==> config.mk <==
export PLATFORM = sky130hd
export DESIGN_NAME = march_cminus_sequencer
export DESIGN_NICKNAME = d
export VERILOG_FILES = /design/src/rtl/march_cminus_sequencer.sv
export SDC_FILE = /design/constraint.sdc
export NUM_CORES = 1
export LEC_CHECK = 0
export CORE_MARGIN = 2
export CORE_UTILIZATION = 29
export CTS_CLUSTER_DIAMETER = 30
export CTS_CLUSTER_SIZE = 8
export DETAILED_ROUTE_END_ITERATION = 16
export PLACE_DENSITY = 0.47
export SETUP_SLACK_MARGIN = 0.1
export SYNTH_ARGS = -nofsm -noshare
export SYNTH_HDL_FRONTEND = slang
export SYNTH_SLANG_ARGS = --single-unit
==> constraint.sdc <==
create_clock -name clk -period 3 [get_ports clk]
set_clock_uncertainty 0.15 [all_clocks]
set_input_delay 0.6 -clock clk [delete_from_list [all_inputs] [get_ports clk]]
set_output_delay 0.6 -clock clk [all_outputs]
set_load 0.02 [all_outputs]
==> src/rtl/march_cminus_sequencer.sv <==
`default_nettype none
// ============================================================================
// march_cminus_sequencer : March C- MBIST sequencer with read-latency-matched
// compare and first-fail capture.                      Revision 1.0
// ============================================================================
module march_cminus_sequencer #(
  parameter int WCOUNT  = 256,
  parameter int WLENGTH = 4,
  parameter int RD_LAT  = 1,
  parameter int FCNT_W  = 8
) (
  input  logic                      clk,
  input  logic                      rst,
  input  logic                      start,
  input  logic [WLENGTH-1:0]        mem_dout,
  output logic                      tmode,
  output logic [$clog2(WCOUNT)-1:0] mem_addr,
  output logic [WLENGTH-1:0]        mem_din,
  output logic                      mem_we,
  output logic                      busy,
  output logic                      done,
  output logic                      fail,
  output logic [$clog2(WCOUNT)-1:0] fail_addr,
  output logic [2:0]                fail_elem,
  output logic [FCNT_W-1:0]         fail_count
);

  localparam int AW = $clog2(WCOUNT);
  localparam int DW = (RD_LAT > 1) ? $clog2(RD_LAT) : 1;

  localparam logic [1:0] S_IDLE  = 2'd0;
  localparam logic [1:0] S_RUN   = 2'd1;
  localparam logic [1:0] S_DRAIN = 2'd2;
  localparam logic [1:0] S_DONE  = 2'd3;

  localparam logic [2:0]    LAST_ELEM = 3'd5;
  localparam logic [AW-1:0] ADDR_MAX  = AW'(WCOUNT - 1);
  localparam logic [DW-1:0] DRAIN_END = DW'(RD_LAT - 1);

  // Element table: E0 w0 | E1 r0,w1 | E2 r1,w0 | E3 r0,w1 | E4 r1,w0 | E5 r0
  function automatic logic op_is_write(input logic [2:0] e, input logic o);
    case (e)
      3'd0:    return 1'b1;
      3'd5:    return 1'b0;
      default: return o;
    endcase
  endfunction

  function automatic logic op_value(input logic [2:0] e, input logic o);
    case (e)
      3'd1, 3'd3: return o;
      3'd2, 3'd4: return ~o;
      default:    return 1'b0;
    endcase
  endfunction

  function automatic logic elem_last_op(input logic [2:0] e, input logic o);
    return (e == 3'd0 || e == 3'd5) ? 1'b1 : o;
  endfunction

  function automatic logic elem_down(input logic [2:0] e);
    return (e == 3'd3 || e == 3'd4);
  endfunction

  typedef struct packed {
    logic               v;
    logic [WLENGTH-1:0] exp;
    logic [AW-1:0]      addr;
    logic [2:0]         elem;
  } cmp_t;

  logic [1:0]    state, state_nxt;
  logic [2:0]    elem, n_elem;
  logic          op, n_op;
  logic [AW-1:0] addr, n_addr;
  logic          we_q, din_bit, rd_valid;
  logic [DW-1:0] drain_cnt;
  logic          addr_end, run_end;
  logic          n_we;
  cmp_t          pipe [RD_LAT];
  cmp_t          head;
  logic          mismatch;

  assign addr_end = elem_down(elem) ? (addr == '0) : (addr == ADDR_MAX);

  // Successor of the op currently on the bus.
  always_comb begin
    n_elem  = elem;
    n_op    = op;
    n_addr  = addr;
    run_end = 1'b0;
    if (!elem_last_op(elem, op)) begin
      n_op = 1'b1;
    end else begin
      n_op = 1'b0;
      if (!addr_end) begin
        n_addr = elem_down(elem) ? addr - 1'b1 : addr + 1'b1;
      end else if (elem == LAST_ELEM) begin
        run_end = 1'b1;
      end else begin
        n_elem = 3'(elem + 3'd1);
        n_addr = elem_down(n_elem) ? ADDR_MAX : '0;
      end
    end
  end

  assign n_we = op_is_write(n_elem, n_op);

  always_ff @(posedge clk) begin
    if (rst) state <= S_IDLE;
    else     state <= state_nxt;
  end

  always_comb begin
    state_nxt = state;
    case (state)
      S_IDLE:  if (start) state_nxt = S_RUN;
      S_RUN:   if (run_end) state_nxt = S_DRAIN;
      S_DRAIN: if (drain_cnt == DRAIN_END) state_nxt = S_DONE;
      S_DONE:  state_nxt = S_IDLE;
      default: state_nxt = S_IDLE;
    endcase
  end

  always_comb begin
    tmode = (state == S_RUN) || (state == S_DRAIN);
    busy  = (state != S_IDLE);
    done  = (state == S_DONE);
  end

  // Bus registers always hold the op being executed this cycle.
  always_ff @(posedge clk) begin
    if (rst) begin
      elem      <= '0;
      op        <= 1'b0;
      addr      <= '0;
      we_q      <= 1'b0;
      din_bit   <= 1'b0;
      rd_valid  <= 1'b0;
      drain_cnt <= '0;
    end else begin
      case (state)
        S_IDLE: begin
          if (start) begin
            elem     <= '0;
            op       <= 1'b0;
            addr     <= '0;
            we_q     <= 1'b1;
            din_bit  <= 1'b0;
            rd_valid <= 1'b0;
          end
        end
        S_RUN: begin
          drain_cnt <= '0;
          if (run_end) begin
            we_q     <= 1'b0;
            rd_valid <= 1'b0;
          end else begin
            elem     <= n_elem;
            op       <= n_op;
            addr     <= n_addr;
            we_q     <= n_we;
            din_bit  <= op_value(n_elem, n_op);
            rd_valid <= ~n_we;
          end
        end
        S_DRAIN: drain_cnt <= drain_cnt + 1'b1;
        default: ;
      endcase
    end
  end

  assign mem_addr = addr;
  assign mem_we   = we_q;
  assign mem_din  = {WLENGTH{din_bit}};

  // Read metadata travels alongside the RAM's own latency.
  always_ff @(posedge clk) begin
    if (rst) begin
      for (int i = 0; i < RD_LAT; i++) pipe[i] <= '0;
    end else begin
      pipe[0].v    <= rd_valid;
      pipe[0].exp  <= mem_din;
      pipe[0].addr <= addr;
      pipe[0].elem <= elem;
      for (int i = 1; i < RD_LAT; i++) pipe[i] <= pipe[i-1];
    end
  end

  assign head     = pipe[RD_LAT-1];
  assign mismatch = head.v && (mem_dout != head.exp);

  always_ff @(posedge clk) begin
    if (rst) begin
      fail       <= 1'b0;
      fail_addr  <= '0;
      fail_elem  <= '0;
      fail_count <= '0;
    end else if (state == S_IDLE && start) begin
      fail       <= 1'b0;
      fail_addr  <= '0;
      fail_elem  <= '0;
      fail_count <= '0;
    end else if (mismatch) begin
      fail <= 1'b1;
      if (fail_count != '1) fail_count <= fail_count + 1'b1;
      if (!fail) begin
        fail_addr <= head.addr;
        fail_elem <= head.elem;
      end
    end
  end

endmodule
`default_nettype wire

After elaboration in Yosys (flattened, before gate mapping):

Memories as Yosys holds them, arrays and structs flattened.
Cells that the tools add are included.

* register bits: 38
* RAM bits: 16
* input port bits: 7
* logic and storage cells: 107
* memories: 1

Memories
* pipe: depth 1, bits a word 16, read ports 1, clocked after memory_dff 0, write ports 4, RTL line 80 `cmp_t pipe [RD_LAT];`

* add/subtract/negate cells: 5
* equality and inequality tests: 22
* muxes and demuxes: 42
* bitwise operators: 2
* reduce and logical (&&, ||, !) cells: 23

Operators with widths (number)
* two-way mux 8 bit: 7
* adder 8 x 1 -> 8 bit, second input constant: 2
* two-way mux 16 bit: 1
* case mux 8 bit (2 select lines): 1
* OR reduction 16 bit: 1
* == test 3 bit, second input constant: 5
* two-way mux 1 bit: 15
* two-way mux 3 bit: 5
* case mux 1 bit (2 select lines): 7
* == test 3 x 2 -> 1 bit, second input constant: 4
* != test 2 bit, second input constant: 5
* == test 8 bit, second input constant: 1
* logical NOT 8 bit: 1
* two-way mux 2 bit: 4
* != test 8 bit, second input constant: 1
* case mux 2 bit (4 select lines): 1
* subtractor 8 x 1 -> 8 bit, second input constant: 1
* logical NOT 3 bit: 2
* case mux 3 bit (2 select lines): 1
* AND reduction 2 bit: 3
* AND reduction 3 bit: 2
* nonzero test 2 bit: 3
* OR reduction 2 bit: 3
* AND reduction 5 bit: 1
* other kinds (11): 17

Depth between registers and ports, before layout:

Gate-level depths: netlist (run 1).

* word-level depth: 10
* depth in mapped cells: 11

Worst setup path after synthesis (run 1):

Ideal clock, no wire load.

* path type: register to register
* start point: register elem[0]
* end point: register addr[7] (netlist: mem_addr[7])
* library setup time: 0.124 ns
* data arrival time: 2.669 ns
* data required time: 2.726 ns
* path slack: 0.056 ns
* cell stages (with the launch flop): 11
* period minus slack after synthesis: 2.944 ns
* cell sequence: dfxtp_1 clkinv_1 ha_1 mux2_4 ha_1 a21oi_1 o211ai_1 o41ai_1 xnor2_1 nor3_1 a2111o_1

* longest elaborated chain between the ends: 9
* elaborated cells on any way between the ends: 26

Ends and longest elaborated chain
* start: declaration: RTL line 73 `logic [2:0] elem, n_elem;`
* start signal: assignment: RTL line 159 `elem <= n_elem;`
* adder 3 x 1 -> 3 bit: RTL line 101 `n_elem = 3'(elem + 3'd1);`
* == test 3 x 2 -> 1 bit or == test 3 bit (tied branches): RTL line 62 `return (e == 3'd3 || e == 3'd4);`
* logical OR 1 bit: RTL line 62
* two-way mux 8 bit: RTL line 102 `n_addr = elem_down(n_elem) ? ADDR_MAX : '0;`
* two-way mux 8 bit: RTL line 98 `end else if (elem == LAST_ELEM) begin`
* two-way mux 8 bit: RTL line 96 `if (!addr_end) begin`
* two-way mux 8 bit: RTL line 92 `if (!elem_last_op(elem, op)) begin`
* two-way mux 8 bit: RTL line 155 `if (run_end) begin`
* case mux 8 bit (2 select lines): RTL line 142 `case (state)`
* end signal: assignment: RTL line 161 `addr <= n_addr;`
* end: declaration: RTL line 75 `logic [AW-1:0] addr, n_addr;`

Parallel ways exist; a longest one is shown, timed or not. The select of a mux whose other input is x is not followed.
A chain may end at the register's enable or synchronous reset.

Worst setup path after layout (run 1):

* start point: register elem[1]
* end point: register addr[7] (netlist: mem_addr[7])

Same word-level chain as after synthesis.

==> impl_metrics.yaml, run 1 <==
route:
  viasPerCell: 4.69
  wl_per_cell_um: 13.3
  drt_iter0_markers: 87
  drtAntennaViolNets: 0
  dr.pass1.iters: 4
  drc: 0
  routed_wl_mm: 5.90
  vias: 2089
worst_setup_path:
  cp.arrival_ns: 2.80
  cp-end-kind: "register"
  r2r_cells: 10
  crit_required_ns: 3.05
  cp-startpoint: "elem[1]$_SDFFE_PP0P_"
  worstReg2RegStart: "elem[1]$_SDFFE_PP0P_"
  r2r-end: "mem_addr[7]$_SDFFE_PP0P_"
  cp_slowest_stage_delay_ns: 0.39
  crit_chain: "inv_2 -> ha_2 -> mux2_4 -> ha_4 -> a21oi_2 -> o211ai_1 -> o41ai_2 -> xnor2_1 -> nor3b_1 -> a2111o_1"
  cp-start-kind: "register"
  critPathTopFamily: "compound AO/OA/AOI/OAI gates"
  path_class: "register to register"
  regToRegSetupSlack_ns: 0.25
  slowest_stage: "o41ai_2"
  critPathBufInv: 1
  crit_fanout: 8
min_path:
  hold_depth: 2
  hp-start: "fail$_SDFFE_PP0P_"
  min_to: "fail$_SDFFE_PP0P_"
  min_path_type: "register to register"
place:
  dp_slack_ns: 0.0475
  placed_cell_area_sq_um: 3150
  portBuffers: 42
  gp_congestion: 0.816
  post-dp-hpwl_mm: 4.31
final_layout:
  synthToLayoutAreaGrowth_pct: 29.7
  final_nets: 360
  multi_input_comb_area_sq_um: 1500
  nFillCells: 913
  final_area_sq_um: 3340
  seq_area_sq_um: 1030
  drive_gt1_share_pct: 13.9
  diodes: 0
clock_network:
  cts_root_buf: "clkbuf_8"
  cts_buffers: 5
  cts_num_sinks: 51
  clock_path_buffers: 2
  path_clk_slew_ns: 0.10
  clk_latency_ns: 0.31
  cts_max_level: 2
  cts_tree: "built"
  ctsHoldBuffers: 0
die:
  core_area_sq_um: 8680
  start_util_pct: 29.6
  die-area_sq_um: 9640
  die_w_um: 98.2
  fp.dieH_um: 98.2
  rows: 34
  pin_count: 43
timing:
  period_share_pct: 91.7
  slew_violations: 0
  final-hold-violation-count: 0
  setup_viol: 0
  holdWs_ns: 0.322
  fmax_mhz: 364
  rsz0062_at_grt: "yes"
  fin_setup_tns_ns: 0
  period_needed_ns: 2.75
  tightest_slew_ns: 0.499
  setup_slack_ns: 0.249
  max_slew_margin_pct: 66.4
logic_synthesis:
  yosys_warnings: 0
  async_flop_share_pct: 0
  syn_inst: 283
  ys_seq_area_share_pct: 39.7
  synth_top_area_share_pct: 39.7
  syn-cell-area_sq_um: 2570
  synth_area_per_cell_sq_um: 9.09
  synthesis.nets: 307
  ys_ff_latch: 51
  synthFlopType: "dfxtp_1"
  synth-edff-count: 0
  synth_area_leader_cell: "dfxtp_1"
  synthTopCellsByArea: "dfxtp_1, ha_1, mux2i_1"
  synthDistinctLibCells: 60
job:
  maxCapViolations: 0
pwr:
  p_leak_uw: 0.00119
  ir_drop_v: 0.000258
  power_density_nw_per_um2: 485
global_routing:
  grt_use_total_pct: 12.4
  grt_pass1_vias: 1979
  antenna_found_initial: 0
  grt_pass1_wl_mm: 9.86
  grt_max_degree: 22
  grt.overflow.total: 0
status:
  run_status: "complete, no violations"
cells by family (layout without fill, tap and decap cells):
| family | count (synthesis) | in the layout | synth area share, % |
|---|---|---|---|
| buffers and inverters | 28 | 82 | 4.72 |
| xor gates and xnor gates | 10 | 10 | 3.40 |
| and+or+nand+nor | 110 | 110 | 22.5 |
| adders and majority gates | 17 | 17 | 8.56 |
| muxes | 18 | 18 | 7.25 |
| DFF | 51 | 51 | 39.7 |
| AOI/OAI and AO/OA | 49 | 49 | 13.9 |
flip-flops by register name, summed over array words and instances, names as in the netlist:
name        count
din_bit         1
drain_cnt       1
elem            3
fail            1
fail_addr       8
fail_count      8
fail_elem       3
mem_addr        8
mem_we          1
op              1
pipe           13
rd_valid        1
state           2
cells in the mapped netlist, drive strengths merged, types with 3 or more instances:
cell type,number
a21o,3
nand2b,3
mux2i,16
o21ai,12
nand3,8
dfxtp,51
nor2b,9
xnor2,8
buf,6
or3,6
ha,16
nand4,3
clkbuf,3
inv,18
nor3,10
nand2,14
nor4,6
a21oi,10
nor2,41
worst max path at each step:
| stage | end | slack (ns) | cells after the start |
|---|---|---|---|
| after floorplan | mem_addr[7]$_SDFFE_PP0P_ | 0.15 | 10 |
| after global placement | mem_addr[7]$_SDFFE_PP0P_ | 0.12 | 10 |
| after detailed placement | mem_addr[7]$_SDFFE_PP0P_ | 0.05 | 10 |
| after CTS | mem_addr[6]$_SDFFE_PP0P_ | 0.11 | 10 |
| after global routing | mem_addr[6]$_SDFFE_PP0P_ | 0.05 | 12 |
| final | mem_addr[7]$_SDFFE_PP0P_ | 0.25 | 10 |
layout make-up:
cell class / instances / share of cell area [%]
multi-input combinational: 204 / 44.9
sequential: 51 / 30.7
timing repair buffer: 55 / 15.5
tap: 108 / 4.05
inverter: 19 / 2.17
clock buffer: 5 / 2.06
clock inverter: 3 / 0.562
worst min-delay path: stages (launching register included):
cell and delay, ns:
dfxtp_1 0.33, inv_1 0.05, a21oi_1 0.05
repair_timing:
action                                  in CTS  in global routing
setup buffers                                0                  4
gates resized for setup                      1                 13
pin swaps                                    0                  4
endpoints found under the setup margin       1                  2
cell usage in the layout (no fill, tap or decap), types with 3 or more instances in the layout:
cell type        instances
nand2b_1                 3
a21oi_1                  7
inv_1                   16
ha_1                    10
mux2i_1                 16
clkdlybuf4s50_1         42
nand4_1                  3
buf_4                   13
clkinv_2                 3
dfxtp_1                 49
a21oi_2                  3
nor4_1                   4
clkbuf_8                 5
nand2_1                 14
ha_4                     4
nor2_1                  40
nor2b_1                  9
nand3_1                  8
nor3_1                  10
o21ai_0                 11
or3_1                    5
xnor2_1                  8
metrics by stage:
stage	util [%]	total power, uW	instances
after global placement	36.3	1240	433
after CTS	37.4	1650	441
after floorplan	-	1060	283
after detailed placement	36.3	1230	433
after global routing	38.5	1720	445
final	38.5	1620	445
metal layers:
metal  share of wire [%]  global-route usage, %
met1                  52                   17.6
met5                   0                      0
met3                 3.4                   2.43
met2                  43                   18.9
met4                 1.6                   4.43
power breakdown:
part	switching, uW	internal (uW)
combinational	272	197
clock	234	165
sequential	38.4	713
(Power assumes the default switching activity.)
==> inputs of run 2 (changes only) <==
==> constraint.sdc (replaced) <==
create_clock -name clk -period 3 [get_ports clk]
set_clock_uncertainty 0.15 [all_clocks]
set_input_delay 0.3 -clock clk [delete_from_list [all_inputs] [get_ports clk]]
set_output_delay 0.3 -clock clk [all_outputs]
set_load 0.02 [all_outputs]
==> run 2 against run 1 <==
Compared with the run above: cell area down 0.19%; setup slack worse by 0.033 ns; clock-buffer cell count stayed put; clock power hardly changed; critical path depth fell by 1; global-route usage grew 0.076 points; die area unchanged; sequential cell count unchanged; first-iteration DRC count up 3.4%; non-clock buffer count stayed put.
==> impl_metrics.yaml, run 2 (synthesized netlist as in run 1, its figures left out) <==
final_layout:
  drive_gt1_share_pct: 13.4
  multi_input_comb_area_sq_um: 1490
  regMostFlops: "pipe"
  seq_area_sq_um: 1030
  nFillCells: 888
  mostFrequentLayoutCells: "dfxtp_1, clkdlybuf4s50_1, nor2_1, inv_1, mux2i_1"
  largest_register_ffs: 13
  final_nets: 360
  fin_cells: 445
  synthToLayoutAreaGrowth_pct: 29.5
  final_common_cell: "dfxtp_1"
  diodes: 0
global_routing:
  grt_pass1_wl_mm: 9.82
  gr-max-usage-layer: "met2"
  grt_util_met2_pct: 19.4
  grt_pass1_vias: 2004
  use_met1_pct: 17.5
  grt.overflow.total: 0
  grt_use_total_pct: 12.5
  grtUsageMet3_pct: 2.72
  grt_max_degree: 22
  antenna_found_initial: 0
route:
  dr.pass1.iters: 4
  wl_per_cell_um: 13.2
  vias: 2134
  routed_wl_mm: 5.87
  drtAntennaViolNets: 0
  drt_iter0_markers: 90
  drc: 0
  viasPerCell: 4.80
timing:
  setup_viol: 0
  period_needed_ns: 2.78
  final-hold-violation-count: 0
  fin_setup_tns_ns: 0
  period_share_pct: 92.8
  setup_slack_ns: 0.216
  rsz0062_at_grt: "yes"
  max_slew_margin_pct: 63.1
  fmax_mhz: 359
  tightest_slew_ns: 0.553
  slew_violations: 0
place:
  dp.cells: 434
  dp_slack_ns: 0.0462
  post-dp-hpwl_mm: 4.35
  portBuffers: 42
  gp_congestion: 0.812
die:
  die_w_um: 98.2
  rows: 34
  pin_count: 43
  die-area_sq_um: 9640
  core_area_sq_um: 8680
  start_util_pct: 29.6
  fp.dieH_um: 98.2
worst_setup_path:
  regToRegSetupSlack_ns: 0.22
  worstReg2RegStart: "elem[1]$_SDFFE_PP0P_"
  cp-end-kind: "register"
  cp.arrival_ns: 2.84
  crit_required_ns: 3.05
  r2r_cells: 9
  cp-start-kind: "register"
  path_class: "register to register"
  r2r-end: "mem_addr[7]$_SDFFE_PP0P_"
  crit_end: "mem_addr[7]$_SDFFE_PP0P_"
  cp-startpoint: "elem[1]$_SDFFE_PP0P_"
  crit_fanout: 7
clock_network:
  clock_path_buffers: 2
  cts_num_sinks: 51
  cts_max_level: 2
  cts_tree: "built"
  cts_buffers: 5
  clk_latency_ns: 0.31
  path_clk_slew_ns: 0.10
  cts_root_buf: "clkbuf_8"
min_path:
  min_path_type: "register to register"
  hp-start: "pipe[0][2]$_SDFF_PP0_"
pwr:
  power_density_nw_per_um2: 486
  p_leak_uw: 0.00120
  ir_drop_v: 0.000157
job:
  maxCapViolations: 0
status:
  run_status: "complete, no violations"
## run 2: worst min path at each step
stage                                     end  slack (ns)  cells past startpoint
finish              fail_elem[2]$_SDFFE_PP0P_        0.32                      2
global route                fail$_SDFFE_PP0P_        0.35                      2
CTS                 fail_elem[2]$_SDFFE_PP0P_        0.33                      2
detailed placement  fail_elem[2]$_SDFFE_PP0P_        0.31                      2
global placement    fail_addr[0]$_SDFFE_PP0P_        0.30                      2
floorplan              pipe[0][13]$_SDFF_PP0_        0.23                      1
## run 2: metal layers
| layer | share of wire, % | up-vias |
|---|---|---|
| li1 | - | 1105 |
| met1 | 51 | 978 |
| met2 | 44 | 45 |
| met3 | 3.3 | 6 |
| met4 | 1.3 | 0 |
| met5 | 0 | - |
## run 2: report_power, final
part           internal, uW  total, uW  switching, uW
logic                   197        467            270
registers               712        751           38.4
clock network           165        400            235
## run 2: through the flow
stage               util (%)  hold WS [ns]  area [sq um]  total power, uW
CTS                     37.5         0.330          3250             1640
floorplan                  -         0.233          2570             1060
global placement        36.3         0.296          3150             1240
detailed placement      36.3         0.306          3150             1230
finish                  38.4         0.324          3330             1620
global route            38.4         0.352          3330             1710
## run 2: repair_timing
| item | CTS | global route |
|---|---|---|
| hold buffers | 0 | 0 |
| setup endpoints to repair | 1 | 2 |
| buffers inserted | 0 | 3 |
| pin swaps | 0 | 4 |
| resized for setup | 2 | 9 |
| hold endpoints to repair | 0 | 0 |
## run 2: layout make-up
cell class	count	share of cell area, %
Clock buffer	5	2.07
Timing Repair Buffer	55	15.6
Clock inverter	3	0.563
Inverter	19	2.18
Multi-Input combinational cell	204	44.8
Tap cell	108	4.06
Sequential cell	51	30.8
## run 2: worst max-delay path: stages (launching register included)
cell      delay (ns)
dfxtp_4         0.37
ha_1            0.24
mux2_4          0.37
ha_4            0.24
a21oi_2         0.14
o211ai_1        0.15
o41ai_2         0.39
xnor2_1         0.17
nor3_1          0.07
a2111o_1        0.39
